[src/rtl/ddr_arb_pkg.sv]
// Shared types and default widths for the DDR request arbiter.
// Build option DDR_ARB_ROUND_ROBIN_EN selects rotating instead of fixed priority.
package ddr_arb_pkg;

  localparam int DEF_NUM_REQ = 3;
  localparam int DEF_ADDR_W  = 32;
  localparam int DEF_DATA_W  = 64;
  localparam int DEF_BURST_W = 8;

  typedef enum logic [1:0] {
    IDLE    = 2'd0,
    RD_CMD  = 2'd1,
    RD_DATA = 2'd2,
    WR      = 2'd3
  } ddr_arb_state_t;

endpackage

[src/rtl/ddr_arb_picker.sv]
// One-hot winner selection among pending requesters.
// DDR_ARB_ROUND_ROBIN_EN: rotate priority past the last winner; otherwise lowest index wins.
module ddr_arb_picker
  import ddr_arb_pkg::*;
#(
  parameter int NUM_REQ = DEF_NUM_REQ
) (
  input  logic [NUM_REQ-1:0] i_req,
  input  logic [NUM_REQ-1:0] i_last,
  output logic [NUM_REQ-1:0] o_win
);

  logic w_found;

`ifdef DDR_ARB_ROUND_ROBIN_EN
  int w_last_idx;

  // An all-zero last-grant vector (after reset) behaves as if the top index won last.
  always_comb begin
    o_win      = '0;
    w_found    = 1'b0;
    w_last_idx = NUM_REQ - 1;
    for (int i = 0; i < NUM_REQ; i++) begin
      if (i_last[i]) w_last_idx = i;
    end
    for (int k = 1; k <= NUM_REQ; k++) begin
      for (int j = 0; j < NUM_REQ; j++) begin
        if (!w_found && i_req[j] && (j == ((w_last_idx + k) % NUM_REQ))) begin
          o_win[j] = 1'b1;
          w_found  = 1'b1;
        end
      end
    end
  end
`else
  logic w_unused_last;
  assign w_unused_last = ^i_last;

  always_comb begin
    o_win   = '0;
    w_found = 1'b0;
    for (int i = 0; i < NUM_REQ; i++) begin
      if (!w_found && i_req[i]) begin
        o_win[i] = 1'b1;
        w_found  = 1'b1;
      end
    end
  end
`endif

endmodule

[src/rtl/ddr_request_arbiter.sv]
// Shares one Avalon-style DDR burst port between NUM_REQ masters, one whole burst per grant.
// Build option DDR_ARB_ROUND_ROBIN_EN enables rotating priority in ddr_arb_picker.
module ddr_request_arbiter
  import ddr_arb_pkg::*;
#(
  parameter int NUM_REQ = DEF_NUM_REQ,
  parameter int ADDR_W  = DEF_ADDR_W,
  parameter int DATA_W  = DEF_DATA_W,
  parameter int BURST_W = DEF_BURST_W
) (
  input  logic                          clk,
  input  logic                          rst_n,
  input  logic [NUM_REQ-1:0]            req_rd,
  input  logic [NUM_REQ-1:0]            req_wr,
  input  logic [NUM_REQ*ADDR_W-1:0]     req_addr,
  input  logic [NUM_REQ*BURST_W-1:0]    req_burst,
  input  logic [NUM_REQ*DATA_W-1:0]     req_din,
  input  logic [NUM_REQ*DATA_W/8-1:0]   req_mask,
  output logic [NUM_REQ-1:0]            req_wait,
  output logic [NUM_REQ-1:0]            req_valid,
  output logic [DATA_W-1:0]             req_dout,
  output logic                          ddr_rd,
  output logic                          ddr_wr,
  output logic [ADDR_W-1:0]             ddr_addr,
  output logic [BURST_W-1:0]            ddr_burst,
  output logic [DATA_W-1:0]             ddr_din,
  output logic [DATA_W/8-1:0]           ddr_mask,
  input  logic                          ddr_wait_req,
  input  logic                          ddr_valid,
  input  logic [DATA_W-1:0]             ddr_dout,
  output logic                          busy
);

  localparam int MASK_W = DATA_W / 8;
  localparam logic [BURST_W-1:0] BURST_ONE = BURST_W'(1);

  ddr_arb_state_t       r_state;
  logic [NUM_REQ-1:0]   r_grant;
  logic [NUM_REQ-1:0]   r_last;
  logic [ADDR_W-1:0]    r_addr;
  logic [BURST_W-1:0]   r_burst;
  logic [BURST_W-1:0]   r_cnt;

  logic [NUM_REQ-1:0]   w_cand;
  logic [NUM_REQ-1:0]   w_win;
  logic [ADDR_W-1:0]    w_win_addr;
  logic [BURST_W-1:0]   w_win_burst;
  logic                 w_win_rd;
  logic                 w_g_wr;
  logic [DATA_W-1:0]    w_g_din;
  logic [MASK_W-1:0]    w_g_mask;
  logic                 w_rd_acc;
  logic                 w_wr_acc;
  logic                 w_rd_beat;
  logic                 w_beat;
  logic [BURST_W-1:0]   w_cnt_inc;
  logic                 w_last_beat;

  assign w_cand = req_rd | req_wr;

  ddr_arb_picker #(.NUM_REQ(NUM_REQ)) u_picker (
    .i_req  (w_cand),
    .i_last (r_last),
    .o_win  (w_win)
  );

  // Grant vectors are one-hot, so plain selection is enough for the muxes.
  always_comb begin
    w_win_addr  = '0;
    w_win_burst = '0;
    w_g_din     = '0;
    w_g_mask    = '0;
    for (int i = 0; i < NUM_REQ; i++) begin
      if (w_win[i]) begin
        w_win_addr  = req_addr[i*ADDR_W +: ADDR_W];
        w_win_burst = req_burst[i*BURST_W +: BURST_W];
      end
      if (r_grant[i]) begin
        w_g_din  = req_din[i*DATA_W +: DATA_W];
        w_g_mask = req_mask[i*MASK_W +: MASK_W];
      end
    end
  end

  assign w_win_rd    = |(w_win & req_rd);
  assign w_g_wr      = |(r_grant & req_wr);
  assign w_rd_acc    = (r_state == RD_CMD) && !ddr_wait_req;
  assign w_wr_acc    = (r_state == WR) && w_g_wr && !ddr_wait_req;
  assign w_rd_beat   = ddr_valid && ((r_state == RD_DATA) || w_rd_acc);
  assign w_beat      = w_rd_beat || w_wr_acc;
  assign w_cnt_inc   = r_cnt + BURST_ONE;
  assign w_last_beat = w_beat && (w_cnt_inc == r_burst);

  always_ff @(posedge clk) begin
    if (!rst_n) begin
      r_state <= IDLE;
      r_grant <= '0;
      r_last  <= '0;
      r_cnt   <= '0;
    end else begin
      case (r_state)
        IDLE: begin
          if (|w_cand) begin
            r_grant <= w_win;
            r_last  <= w_win;
            r_cnt   <= '0;
            r_state <= w_win_rd ? RD_CMD : WR;
          end
        end
        RD_CMD: begin
          if (w_rd_acc) begin
            if (w_beat) r_cnt <= w_cnt_inc;
            r_state <= w_last_beat ? IDLE : RD_DATA;
          end
        end
        RD_DATA, WR: begin
          if (w_beat) begin
            r_cnt <= w_cnt_inc;
            if (w_last_beat) r_state <= IDLE;
          end
        end
        default: r_state <= IDLE;
      endcase
    end
  end

  // Burst parameters are captured at grant time; a zero length means one beat.
  always_ff @(posedge clk) begin
    if (r_state == IDLE && |w_cand) begin
      r_addr  <= w_win_addr;
      r_burst <= (w_win_burst == '0) ? BURST_ONE : w_win_burst;
    end
  end

  always_comb begin
    req_wait = '1;
    if (w_rd_acc) begin
      req_wait = ~r_grant;
    end else if (r_state == WR) begin
      req_wait = ~r_grant | (r_grant & {NUM_REQ{ddr_wait_req}});
    end
  end

  assign req_valid = w_rd_beat ? r_grant : '0;
  assign req_dout  = ddr_dout;
  assign ddr_rd    = (r_state == RD_CMD);
  assign ddr_wr    = (r_state == WR) && w_g_wr;
  assign ddr_addr  = r_addr;
  assign ddr_burst = r_burst;
  assign ddr_din   = w_g_din;
  assign ddr_mask  = w_g_mask;
  assign busy      = (r_state != IDLE);

endmodule

[config.mk]
export PLATFORM = sky130hd
export DESIGN_NAME = ddr_request_arbiter
export DESIGN_NICKNAME = d
export VERILOG_FILES = /design/src/rtl/ddr_arb_pkg.sv /design/src/rtl/ddr_arb_picker.sv /design/src/rtl/ddr_request_arbiter.sv
export SDC_FILE = /design/constraint.sdc
export NUM_CORES = 1
export LEC_CHECK = 0
export BUFFER_PORTS_ARGS = -buffer_cell sky130_fd_sc_hd__buf_2
export CAP_MARGIN = 20
export CORE_AREA = 2 2 233 235
export DETAILED_ROUTE_END_ITERATION = 10
export DIE_AREA = 0 0 235 237
export RECOVER_POWER = 25
export SLEW_MARGIN = 30
export SYNTH_ARGS = -nofsm -noshare
export SYNTH_HDL_FRONTEND = slang
export SYNTH_SLANG_ARGS = --single-unit
export TNS_END_PERCENT = 50
[constraint.sdc]
create_clock -name clk -period 2.6 [get_ports clk]
set_clock_uncertainty 0.15 [all_clocks]
set_input_delay 0.39 -clock clk [delete_from_list [all_inputs] [get_ports clk]]
set_output_delay 0.39 -clock clk [all_outputs]
set_load 0.02 [all_outputs]
# == Word-level counts from Yosys, hierarchy flattened ==
# Index checks and enable logic that the tools add are counted.
# W data, S select, Z words.
# totals
inputBits,410
ff_bits,53
output_inout_bits,185
elab_cells,73
# op_classes
eq_ne,8
addsub,1
mux,30
n_reduce_logical,23
bitwise,6
# ops
op,count
$mux W64,3
$mux W32,3
$mux W8,9
$pmux W8 S3,1
$mux W2,6
$and A3 B3 Y3,3
$mux W3,3
$reduce_or A3 Y1,3
$add A8 B1 Y8 const B,1
$eq A8 B8 Y1,1
$logic_and A1 B1 Y1,8
$logic_not A8 Y1,1
$ne A2 B2 Y1 const B,3
$or A3 B3 Y3,2
$pmux W2 S3,1
$eq A2 B2 Y1 const B,2
$mux W1,4
$reduce_and A2 Y1,2
$reduce_and A4 Y1,1
$logic_not A1 Y1,3
$not A3 Y3,1
$eq A2 B1 Y1 const B,1
$logic_not A2 Y1,1
$logic_or A1 B1 Y1,2
other kinds (3),3

# == Logic depth before layout (Yosys ltp) ==
# Gate-level depths: netlist (run 1).
# logic_depth
ltp_word,13
mapped_depth,7
depth_no_buf,6

# == Cells and area by module ==
# Synthesis (run 1) repeated with hierarchy kept, for this count alone.
# unflattened
hier_cells,622
area_unflattened_um2,4735.8
# by_module_without_submodules
mod,n_inst,cells_per_inst,seq_area_each_um2,area_per_inst_um2
ddr_request_arbiter,1,619,1461.4,4709.5
ddr_arb_picker,1,3,0.0,26.3

# == Least setup slack after synthesis (run 1) ==
# OpenSTA, ideal clock, no wires.
# synth_path
kind,input to register
startpoint,input port req_rd[0]
endpoint,"register r_addr[0], in the netlist ddr_addr[0] (enable)"
path_buffers,1
t_required_ns,2.012
t_arrival_ns,1.765
setup_time_ns,0.438
cell_stages,4
path_slack_ns,0.247
path_cell_list,or4_4 > o31ai_4 > buf_4 > inv_1
# synth_via
elab_chain_len,3
# synth_rtl
item,line_no,rtl
"start, declared",ddr_request_arbiter.sv:13,"input logic [NUM_REQ-1:0] req_rd,"
$or A3 B3 Y3,ddr_request_arbiter.sv:59,assign w_cand = req_rd | req_wr;
$reduce_or A3 Y1,ddr_request_arbiter.sv:129,if (r_state == IDLE && |w_cand) begin
$logic_and A1 B1 Y1,ddr_request_arbiter.sv:129,
"end signal, assigned",ddr_request_arbiter.sv:130,r_addr <= w_win_addr;
"end, declared",ddr_request_arbiter.sv:40,logic [ADDR_W-1:0] r_addr;
# No other way between the ends.
# A chain may end at the register's enable or synchronous reset.

# == Worst setup path after layout (run 1) ==
# layout_path
startpoint,register r_grant[0]
endpoint,output port ddr_din[24]
# layout_via
elab_chain_len,3
# layout_rtl
item,line_no,rtl
"start, declared",ddr_request_arbiter.sv:38,logic [NUM_REQ-1:0] r_grant;
"start signal, assigned",ddr_request_arbiter.sv:104,r_grant <= w_win;
$mux W64 (3 in a row),ddr_request_arbiter.sv:78,if (r_grant[i]) begin
"end, declared",ddr_request_arbiter.sv:26,"output logic [DATA_W-1:0] ddr_din,"
# No other way between the ends.

==> flow_metrics.py, run 1 <==
metrics = {
    "outcome": {
        "outcome": "finished, final reports clean",
    },
    "power_and_ir_drop": {
        "pwr-share-seq": 0.336,
        "clkPwrFrac": 0.271,
        "intPower_mw": 2.13,
        "p_leak_nw": 3.46,
        "combinationalPowerShare": 0.394,
        "powerDensity_mw_per_mm2": 443,
        "power.switching_mw": 1.22,
        "vdd_drop_max_mv": 0.315,
        "power.share.switching": 0.364,
        "power_mw": 3.35,
    },
    "routing": {
        "via_count": 5932,
        "drc": 0,
        "firstDrtPassIters": 6,
        "routed_wl_mm": 22.6,
        "final_antenna_net_count": 0,
        "viasPerCell": 3.58,
        "avgRoutedWirePerCell_um": 13.7,
        "drtIter0Drc": 468,
    },
    "synthesis": {
        "synth_top_cell_by_area": "edfxtp_1",
        "synthFlopType": "edfxtp_1",
        "synth-edff-count": 40,
        "synthCells": 575,
        "synth_fp_nets": 986,
        "ys_seq_area_frac": 0.319,
        "async_flop_share": 0,
        "yosys_warnings": 0,
        "synth_area_leaders": "edfxtp_1, a22oi_1, buf_4, a222oi_1, o21ai_0",
        "ys_seq_elements": 53,
        "synth_area_sq_mm": 0.00458,
        "syn_area_per_cell_sq_um": 7.96,
        "synth_cell_types": 45,
        "yosys.area.top_type_share": 0.262,
    },
    "clocking": {
        "clk_latency_ns": 0.31,
        "cts_setup_buffers": 0,
        "ctsHoldBuffers": 0,
        "clock_path_buffers": 2,
        "htree_levels": 2,
        "clk_pin_slew_ns": 0.07,
        "cts-root-buf": "clkbuf_16",
        "clock-sinks": 53,
        "numCtsBuffers": 5,
        "cts_tree": "done",
        "post_cts_resized": 0,
    },
    "grt": {
        "grt_busiest_layer": "met2",
        "grt_pass1_vias": 5416,
        "grt-ovfl-total": 0,
        "use_met1": 0.0904,
        "antenna_found_initial": 3,
        "grt_max_degree": 64,
        "grt_pass1_wl_mm": 32.3,
        "met3_usage": 0.0279,
        "met2_usage": 0.122,
        "track_usage": 0.0758,
    },
    "setup_path": {
        "worst_r2r_path_depth": 6,
        "crit_fanout": 33,
        "critical_path_class": "register to output port",
        "worstPathRequired_ns": 2.06,
        "cp.arrival_ns": 1.90,
        "worst_setup_path_end_kind": "output port",
        "cp-start-kind": "register",
    },
    "sta": {
        "fmax_mhz": 409,
        "rsz0062_at_grt": "false",
        "max_slew.worst_pin.slew_ns": 0.584,
        "period_needed_ns": 2.44,
        "setup_viol_count_final": 0,
        "hold_viol_final": 0,
        "final.setup.tns_ns": 0,
        "worst_slew_margin_rel": 0.609,
        "final_max_slew_viol_count": 0,
        "hold_ws_ns": 0.193,
        "fin_crit_sh": 0.940,
    },
    "die": {
        "io_pins": 595,
        "start_util": 0.0859,
        "die-area_sq_mm": 0.0557,
        "die_y_um": 237,
        "core_sq_mm": 0.0533,
        "rows": 85,
        "die-width_um": 235,
    },
    "layout": {
        "fin_cells": 1656,
        "finalNetCount": 1368,
        "final_util": 0.142,
        "area_growth_pct": 64.9,
        "layout-drive-gt1-share": 0.525,
    },
    "min_path": {
        "hold_depth": 3,
        "hold_path.class": "input port to register",
    },
    "placed_design": {
        "place.gp.congestion": 0.791,
        "io_buffers": 466,
        "dp_cells": 1646,
        "hpwl_mm": 19.2,
    },
    "flow_run": {
        "cap_violations": 0,
    },
}
[worst max-delay path: stages (launching register included)]
cell     delay [ns]
dfxtp_1        0.41
inv_1          0.11
nor2_4         0.17
buf_12         0.20
buf_4          0.17
a22oi_1        0.06
o21ai_0        0.22
buf_2          0.21
[sequential cells by signal, summed over array words and instances (netlist names)]
name	count
r_grant	3
ddr_burst	8
r_state	2
ddr_addr	32
r_cnt	8
[path summary, 6_finish.rpt]
path / start / endpoint / slack [ns]
max: r_grant[0] / ddr_din[24] / 0.16
min: rst_n / r_state[0] / 0.19
max reg2reg: r_grant[1] / r_state[0] / 0.39
min reg2reg: r_cnt[1] / r_cnt[1] / 0.35
[cells in the mapped netlist (2+ instances only)]
cell type,number
dfxtp_1,13
nor2b_1,2
nand2_1,84
a21oi_1,5
nor2_1,14
and4_1,2
inv_1,47
a222oi_1,40
nand3_1,12
xor2_1,3
o22ai_1,2
o21ai_0,78
nand3b_1,2
or3_1,2
edfxtp_1,40
nor4_1,2
a31oi_1,5
a22oi_1,76
and2_1,2
o41ai_1,2
clkbuf_1,39
buf_4,68
buf_2,5
xnor2_1,9
[layer usage]
layer  vias up  part of all wire
li1       2841                 -
met1      2675              0.40
met2       390              0.47
met3        26             0.098
met4         0             0.034
met5         -                 0
[layout by cell type, fill, tap and decap left out, types with 2 or more instances in the layout]
| master | instances |
|---|---|
| buf_4 | 15 |
| edfxtp_1 | 40 |
| nand3b_1 | 2 |
| inv_1 | 46 |
| o41ai_1 | 2 |
| clkbuf_16 | 5 |
| and2_1 | 2 |
| a22oi_1 | 76 |
| or3_1 | 2 |
| and4_1 | 2 |
| o21ai_0 | 78 |
| clkbuf_1 | 5 |
| nor2_4 | 3 |
| nor2b_1 | 2 |
| nand2_1 | 84 |
| nor2_1 | 12 |
| a222oi_1 | 40 |
| nor4_1 | 2 |
| buf_2 | 461 |
| a21oi_1 | 5 |
| nand3_1 | 12 |
| xor2_1 | 3 |
| bufinv_16 | 2 |
| dfxtp_1 | 11 |
| o22ai_1 | 2 |
| xnor2_1 | 9 |
| diode_2 | 2 |
| buf_12 | 6 |
| a31oi_1 | 5 |
| clkinv_1 | 2 |
[cells by family after synthesis]
family	Yosys count	synth area share
AOI/OAI and AO/OA	215	0.332
xor gates and xnor gates	12	0.0230
adders and majority gates	1	0.00273
buffers and inverters	160	0.188
DFF	53	0.319
and+or+nand+nor	134	0.135
[power groups by stage]
stage                     sequential, mW  combinational, mW  clock, mW
after global routing                1.14               1.42      0.982
final                               1.12               1.32      0.905
after detailed placement            1.15               1.33          0
after CTS                           1.13               1.33      0.951
after global placement              1.15               1.32          0
after floorplan                     1.22              0.703          0
[metrics by stage]
step	setup slack, ns	area, sq um
after floorplan	0.247	4580
after global placement	0.358	7360
after detailed placement	0.312	7360
after CTS	0.172	7550
after global routing	0.0347	7550
final	0.156	7550
[layout make-up]
type                    instances  area (sq um)
multi-input cells             362          2270
well taps                     696           871
diodes                          2          5.00
flip-flops and latches         53          1470
repair buffers                487          2560
inverters                      48           180
clock inverters                 3          68.8
clock buffers                   5           125
fillers                      6136         45700
Note: power is estimated with default switching activity, not from simulation.
==> inputs of run 2 (changes only) <==
--- a/config.mk
+++ b/config.mk
@@ -7,9 +7,12 @@
 export LEC_CHECK = 0
 export BUFFER_PORTS_ARGS = -buffer_cell sky130_fd_sc_hd__buf_2
 export CAP_MARGIN = 20
-export CORE_AREA = 2 2 233 235
+export CELL_PAD_IN_SITES_DETAIL_PLACEMENT = 1
+export CELL_PAD_IN_SITES_GLOBAL_PLACEMENT = 1
+export CORE_AREA = 2 2 232 234
 export DETAILED_ROUTE_END_ITERATION = 10
-export DIE_AREA = 0 0 235 237
+export DIE_AREA = 0 0 234 236
+export PLACE_DENSITY = 0.52
 export RECOVER_POWER = 25
 export SLEW_MARGIN = 30
 export SYNTH_ARGS = -nofsm -noshare
==> run 2 against run 1 <==
Via count is 1.2% higher. Largest power group unchanged. Fmax is essentially flat. Worst hold slack improved by 0.0060 ns. Sequential share of layout area barely moved. Critical path type unchanged. Count of clock-buffer cells in the layout rose by 1. Combinational power grew 5%.
==> flow_metrics.py, run 2 (synthesis gave the netlist of run 1 again) <==
metrics = {
    "clocking": {
        "htree_levels": 2,
        "numCtsBuffers": 5,
        "clock_path_buffers": 2,
        "clk_pin_slew_ns": 0.08,
        "cts-root-buf": "clkbuf_16",
        "post_cts_resized": 0,
        "cts_tree": "done",
        "clock-sinks": 53,
        "cts_setup_buffers": 0,
        "ctsHoldBuffers": 0,
        "clk_latency_ns": 0.31,
    },
    "setup_path": {
        "cp.buffers_inverters": 4,
        "worstPathRequired_ns": 2.06,
        "crit_fanout": 28,
        "cp.arrival_ns": 1.90,
        "max_stage_delay_ns": 0.41,
        "slowest_stage": "dfxtp_1",
        "critical_path_class": "register to output port",
        "worst_setup_path_end_kind": "output port",
        "critical_path.top_delay_family": "buffers and inverters",
        "path_cells": "inv_1 > nor2_4 > buf_12 > buf_4 > a22oi_1 > o21ai_0 > buf_2",
        "cp-start-kind": "register",
    },
    "sta": {
        "hold_ws_ns": 0.199,
        "setup_viol_count_final": 0,
        "period_needed_ns": 2.44,
        "worst_slew_margin_rel": 0.505,
        "hold_viol_final": 0,
        "fin_crit_sh": 0.939,
        "rsz0062_at_grt": "false",
        "final.setup.tns_ns": 0,
        "setup_slack_ns": 0.159,
        "fmax_mhz": 410,
        "final_max_slew_viol_count": 0,
        "max_slew.worst_pin.slew_ns": 0.742,
    },
    "layout": {
        "layout-drive-gt1-share": 0.528,
        "largest_reg_flops": 32,
        "area_growth_pct": 64.9,
        "fill_cells": 6531,
        "final_area_sq_mm": 0.00755,
        "final_common_cell": "buf_2",
        "finalNetCount": 1371,
        "fin_cells": 1658,
        "final_cell_mix": "buf_2, nand2_1, o21ai_0, a22oi_1, inv_1",
        "final_util": 0.142,
    },
    "placed_design": {
        "post_dp_cell_area_sq_mm": 0.00734,
        "preCtsSetupSlack_ns": 0.270,
        "dp_cells": 1647,
        "io_buffers": 466,
        "place.gp.congestion": 0.786,
        "hpwl_mm": 21.5,
    },
    "die": {
        "rows": 85,
        "io_pins": 595,
        "die_y_um": 236,
        "start_util": 0.0863,
        "core_sq_mm": 0.0531,
        "die-width_um": 234,
        "die-area_sq_mm": 0.0552,
    },
    "power_and_ir_drop": {
        "power.switching_mw": 1.22,
        "vdd_drop_max_mv": 0.216,
        "powerDensity_mw_per_mm2": 429,
        "power_mw": 3.24,
        "p_leak_nw": 3.47,
        "intPower_mw": 2.02,
        "pwr-share-seq": 0.338,
        "power.share.switching": 0.377,
        "clkPwrFrac": 0.235,
        "combinationalPowerShare": 0.427,
    },
    "routing": {
        "via_count": 6005,
        "routed_wl_mm": 25.9,
        "final_antenna_net_count": 0,
        "avgRoutedWirePerCell_um": 15.6,
        "viasPerCell": 3.62,
        "drc": 0,
        "drtIter0Drc": 368,
        "firstDrtPassIters": 6,
    },
    "grt": {
        "grt_pass1_wl_mm": 36.4,
        "grt-ovfl-total": 0,
        "track_usage": 0.0861,
        "grt_max_degree": 148,
        "grt_pass1_vias": 6057,
        "antenna_found_initial": 4,
    },
    "min_path": {
        "hold_path.class": "input port to register",
    },
    "flow_run": {
        "cap_violations": 0,
    },
    "outcome": {
        "outcome": "finished, final reports clean",
    },
}
-- run 2: worst register-to-register path, cell delays in order (launching register included) --
cell and delay [ns]:
dfxtp_1 0.47, ha_1 0.35, nand3_1 0.19, inv_1 0.12, nand3_1 0.16, xnor2_1 0.28, a41oi_1 0.15
-- run 2: cell type report --
cell class              count  area [sq um]  area share
repair buffers            490          2590       0.343
multi-input cells         362          2270       0.301
flip-flops and latches     53          1470       0.194
well taps                 696           871       0.115
inverters                  48           180      0.0239
clock buffers               6           150      0.0199
clock inverters             2          20.0     0.00265
diodes                      1          2.50    0.000331
-- run 2: power groups by stage --
stage	clock [mW]	combinational, mW	sequential (mW)
after floorplan	0	0.703	1.22
after global placement	0	1.37	1.12
after detailed placement	0	1.39	1.12
after CTS	0.796	1.39	1.10
after global routing	0.822	1.52	1.11
final	0.762	1.38	1.09
-- run 2: routing by layer --
metal | global-route usage | vias to the layer above | routed length, um
met2 | 0.147 | 354 | 12400
met4 | 0.0211 | 0 | 319
met5 | 0 | - | 0
met3 | 0.0307 | 16 | 2880
met1 | 0.101 | 2783 | 10300
li1 | - | 2852 | -
-- run 2: final timing paths --
check	depth (start not counted)	endpoint	from	slack [ns]
worst max-delay path	7	ddr_din[38]	r_grant[0]	0.16
worst min-delay path	3	r_state[0]	rst_n	0.20
worst max register to register	6	r_state[0]	r_cnt[0]	0.59
worst min register to register	2	r_cnt[1]	r_cnt[1]	0.38
==> inputs of run 3 (changes only) <==
--- a/config.mk
+++ b/config.mk
@@ -10,6 +10,7 @@
 export CELL_PAD_IN_SITES_DETAIL_PLACEMENT = 1
 export CELL_PAD_IN_SITES_GLOBAL_PLACEMENT = 1
 export CORE_AREA = 2 2 232 234
+export CTS_BUF_LIST = sky130_fd_sc_hd__clkbuf_2
 export DETAILED_ROUTE_END_ITERATION = 10
 export DIE_AREA = 0 0 234 236
 export PLACE_DENSITY = 0.52
==> run 3 against run 2 <==
Die area did not move. Sequential cell count did not move. Global-route usage rose by 0.58 points. Non-clock buffer count rose by 77. Core utilization rose by 1.8 points. Sequential power barely moved. Setup slack got worse by 0.063 ns. Via count rose by 7.0%. Count of clock-buffer cells in the layout fell by 1. Worst hold slack got worse by 0.14 ns. Wire length rose by 12%. Critical endpoint is now ddr_mask[2].
==> flow_metrics.py, run 3 (synthesis gave the netlist of run 1 again) <==
metrics = {
    "sta": {
        "final_max_slew_viol_count": 0,
        "setup_viol_count_final": 0,
        "final.setup.tns_ns": 0,
        "fmax_mhz": 399,
        "setup_slack_ns": 0.0951,
        "max_slew.worst_pin.slew_ns": 0.641,
        "period_needed_ns": 2.50,
        "worst_slew_margin_rel": 0.569,
        "fin_crit_sh": 0.963,
        "rsz0062_at_grt": "true",
        "hold_viol_final": 0,
    },
    "die": {
        "rows": 85,
        "core_sq_mm": 0.0531,
        "start_util": 0.0863,
        "die_y_um": 236,
        "die-area_sq_mm": 0.0552,
        "die-width_um": 234,
        "io_pins": 595,
    },
    "grt": {
        "grt_pass1_vias": 6473,
        "track_usage": 0.0918,
        "grt-ovfl-total": 0,
        "antenna_found_initial": 5,
        "grt_max_degree": 148,
        "grt_pass1_wl_mm": 38.7,
    },
    "flow_run": {
        "cap_violations": 0,
    },
    "layout": {
        "area_growth_pct": 85.3,
        "final_util": 0.160,
        "layout-drive-gt1-share": 0.506,
        "largest_reg_flops": 32,
        "finalNetCount": 1448,
        "fill_cells": 6504,
        "final_common_cell": "buf_2",
        "fin_cells": 1735,
        "final_cell_mix": "buf_2, nand2_1, a22oi_1, dlygate4sd3_1, buf_4",
    },
    "routing": {
        "firstDrtPassIters": 8,
        "drc": 0,
        "avgRoutedWirePerCell_um": 16.8,
        "via_count": 6426,
        "routed_wl_mm": 29.2,
        "final_antenna_net_count": 0,
        "viasPerCell": 3.70,
        "drtIter0Drc": 427,
    },
    "placed_design": {
        "hpwl_mm": 21.5,
        "preCtsSetupSlack_ns": 0.270,
        "io_buffers": 466,
        "dp_cells": 1647,
        "place.gp.congestion": 0.786,
    },
    "clocking": {
        "cts-root-buf": "clkbuf_2",
        "numCtsBuffers": 5,
        "htree_levels": 2,
        "clk_pin_slew_ns": 0.32,
        "clock_path_buffers": 2,
        "clock-sinks": 53,
        "clk_latency_ns": 0.52,
        "cts_tree": "done",
    },
    "power_and_ir_drop": {
        "p_leak_nw": 3.84,
        "powerDensity_mw_per_mm2": 380,
        "power_mw": 3.23,
        "vdd_drop_max_mv": 0.245,
    },
    "setup_path": {
        "critical_path_class": "register to output port",
        "cp.arrival_ns": 1.96,
        "cp.buffers_inverters": 5,
        "critical_path.startpoint": "r_grant[0]",
        "r2r_start": "r_state[1]",
        "crit_fanout": 14,
        "slowest_stage": "dfxtp_2",
        "worst_setup_path_end_kind": "output port",
        "max_stage_delay_ns": 0.42,
        "cp-start-kind": "register",
        "critical_path.top_delay_family": "buffers and inverters",
        "path_cells": "inv_2 > nor2_4 > buf_12 > buf_12 > clkbuf_16 > a22oi_1 > o21ai_0 > buf_2",
        "cpMostUsedCell": "buf_12",
        "worstPathRequired_ns": 2.06,
    },
    "outcome": {
        "outcome": "finished, final reports clean",
    },
    "min_path": {
        "min-delay-start": "req_addr[12]",
        "hold_path.class": "input port to register",
    },
}
[run 3: power breakdown]
part	total (mW)	internal, mW	switching [mW]	leakage [nW]
clock	0.482	0.172	0.311	0.0451
combinational	1.65	0.743	0.905	3.29
sequential	1.10	1.04	0.0544	0.504
total	3.23	1.96	1.27	3.84
[run 3: layer usage]
metal  up-vias  part of all wire  track usage
met3        17              0.10       0.0312
met2       371              0.50        0.162
met4         0             0.012       0.0192
li1       3004                 -            -
met1      3034              0.39        0.107
met5         -                 0            0
[run 3: path summary, 6_finish.rpt]
check / to / slack, ns / depth (start not counted)
min: ddr_addr[12] / 0.06 / 3
max reg2reg: ddr_addr[28] / 0.53 / 6
min reg2reg: r_cnt[1] / 0.40 / 2
max: ddr_mask[2] / 0.1 / 8
[run 3: timing repair]
item	in CTS	in global routing
endpoints found under the hold margin	40	0
setup endpoints to repair	55	72
pin swaps	1	4
buffers inserted	2	4
gates cloned	1	4
gates resized for setup	9	110
hold buffers	69	0
[run 3: worst register-to-register path: stages, from the launching register on]
cell     delay (ns)
dfxtp_1        0.42
buf_4          0.18
nor2_1         0.31
buf_4          0.24
o31ai_4        0.14
inv_2          0.11
buf_12         0.19
[run 3: final cells by class]
cell class | instances | area [sq um] | area share
Sequential cell | 53 | 1470 | 0.173
Tap cell | 696 | 871 | 0.103
Clock buffer | 5 | 25.0 | 0.00295
Clock inverter | 3 | 50.0 | 0.00590
Multi-Input combinational cell | 362 | 2280 | 0.269
Antenna cell | 1 | 2.50 | 0.000295
Timing Repair Buffer | 567 | 3600 | 0.424
Inverter | 48 | 180 | 0.0212
[run 3: stage by stage]
step,hold slack [ns],cell area [sq um]
2_1_floorplan,0.324,4580
5_1_grt,0.00347,8480
4_1_cts,0.00159,8170
6_report,0.0614,8480
3_5_place_dp,0.386,7340
3_3_place_gp,0.374,7340
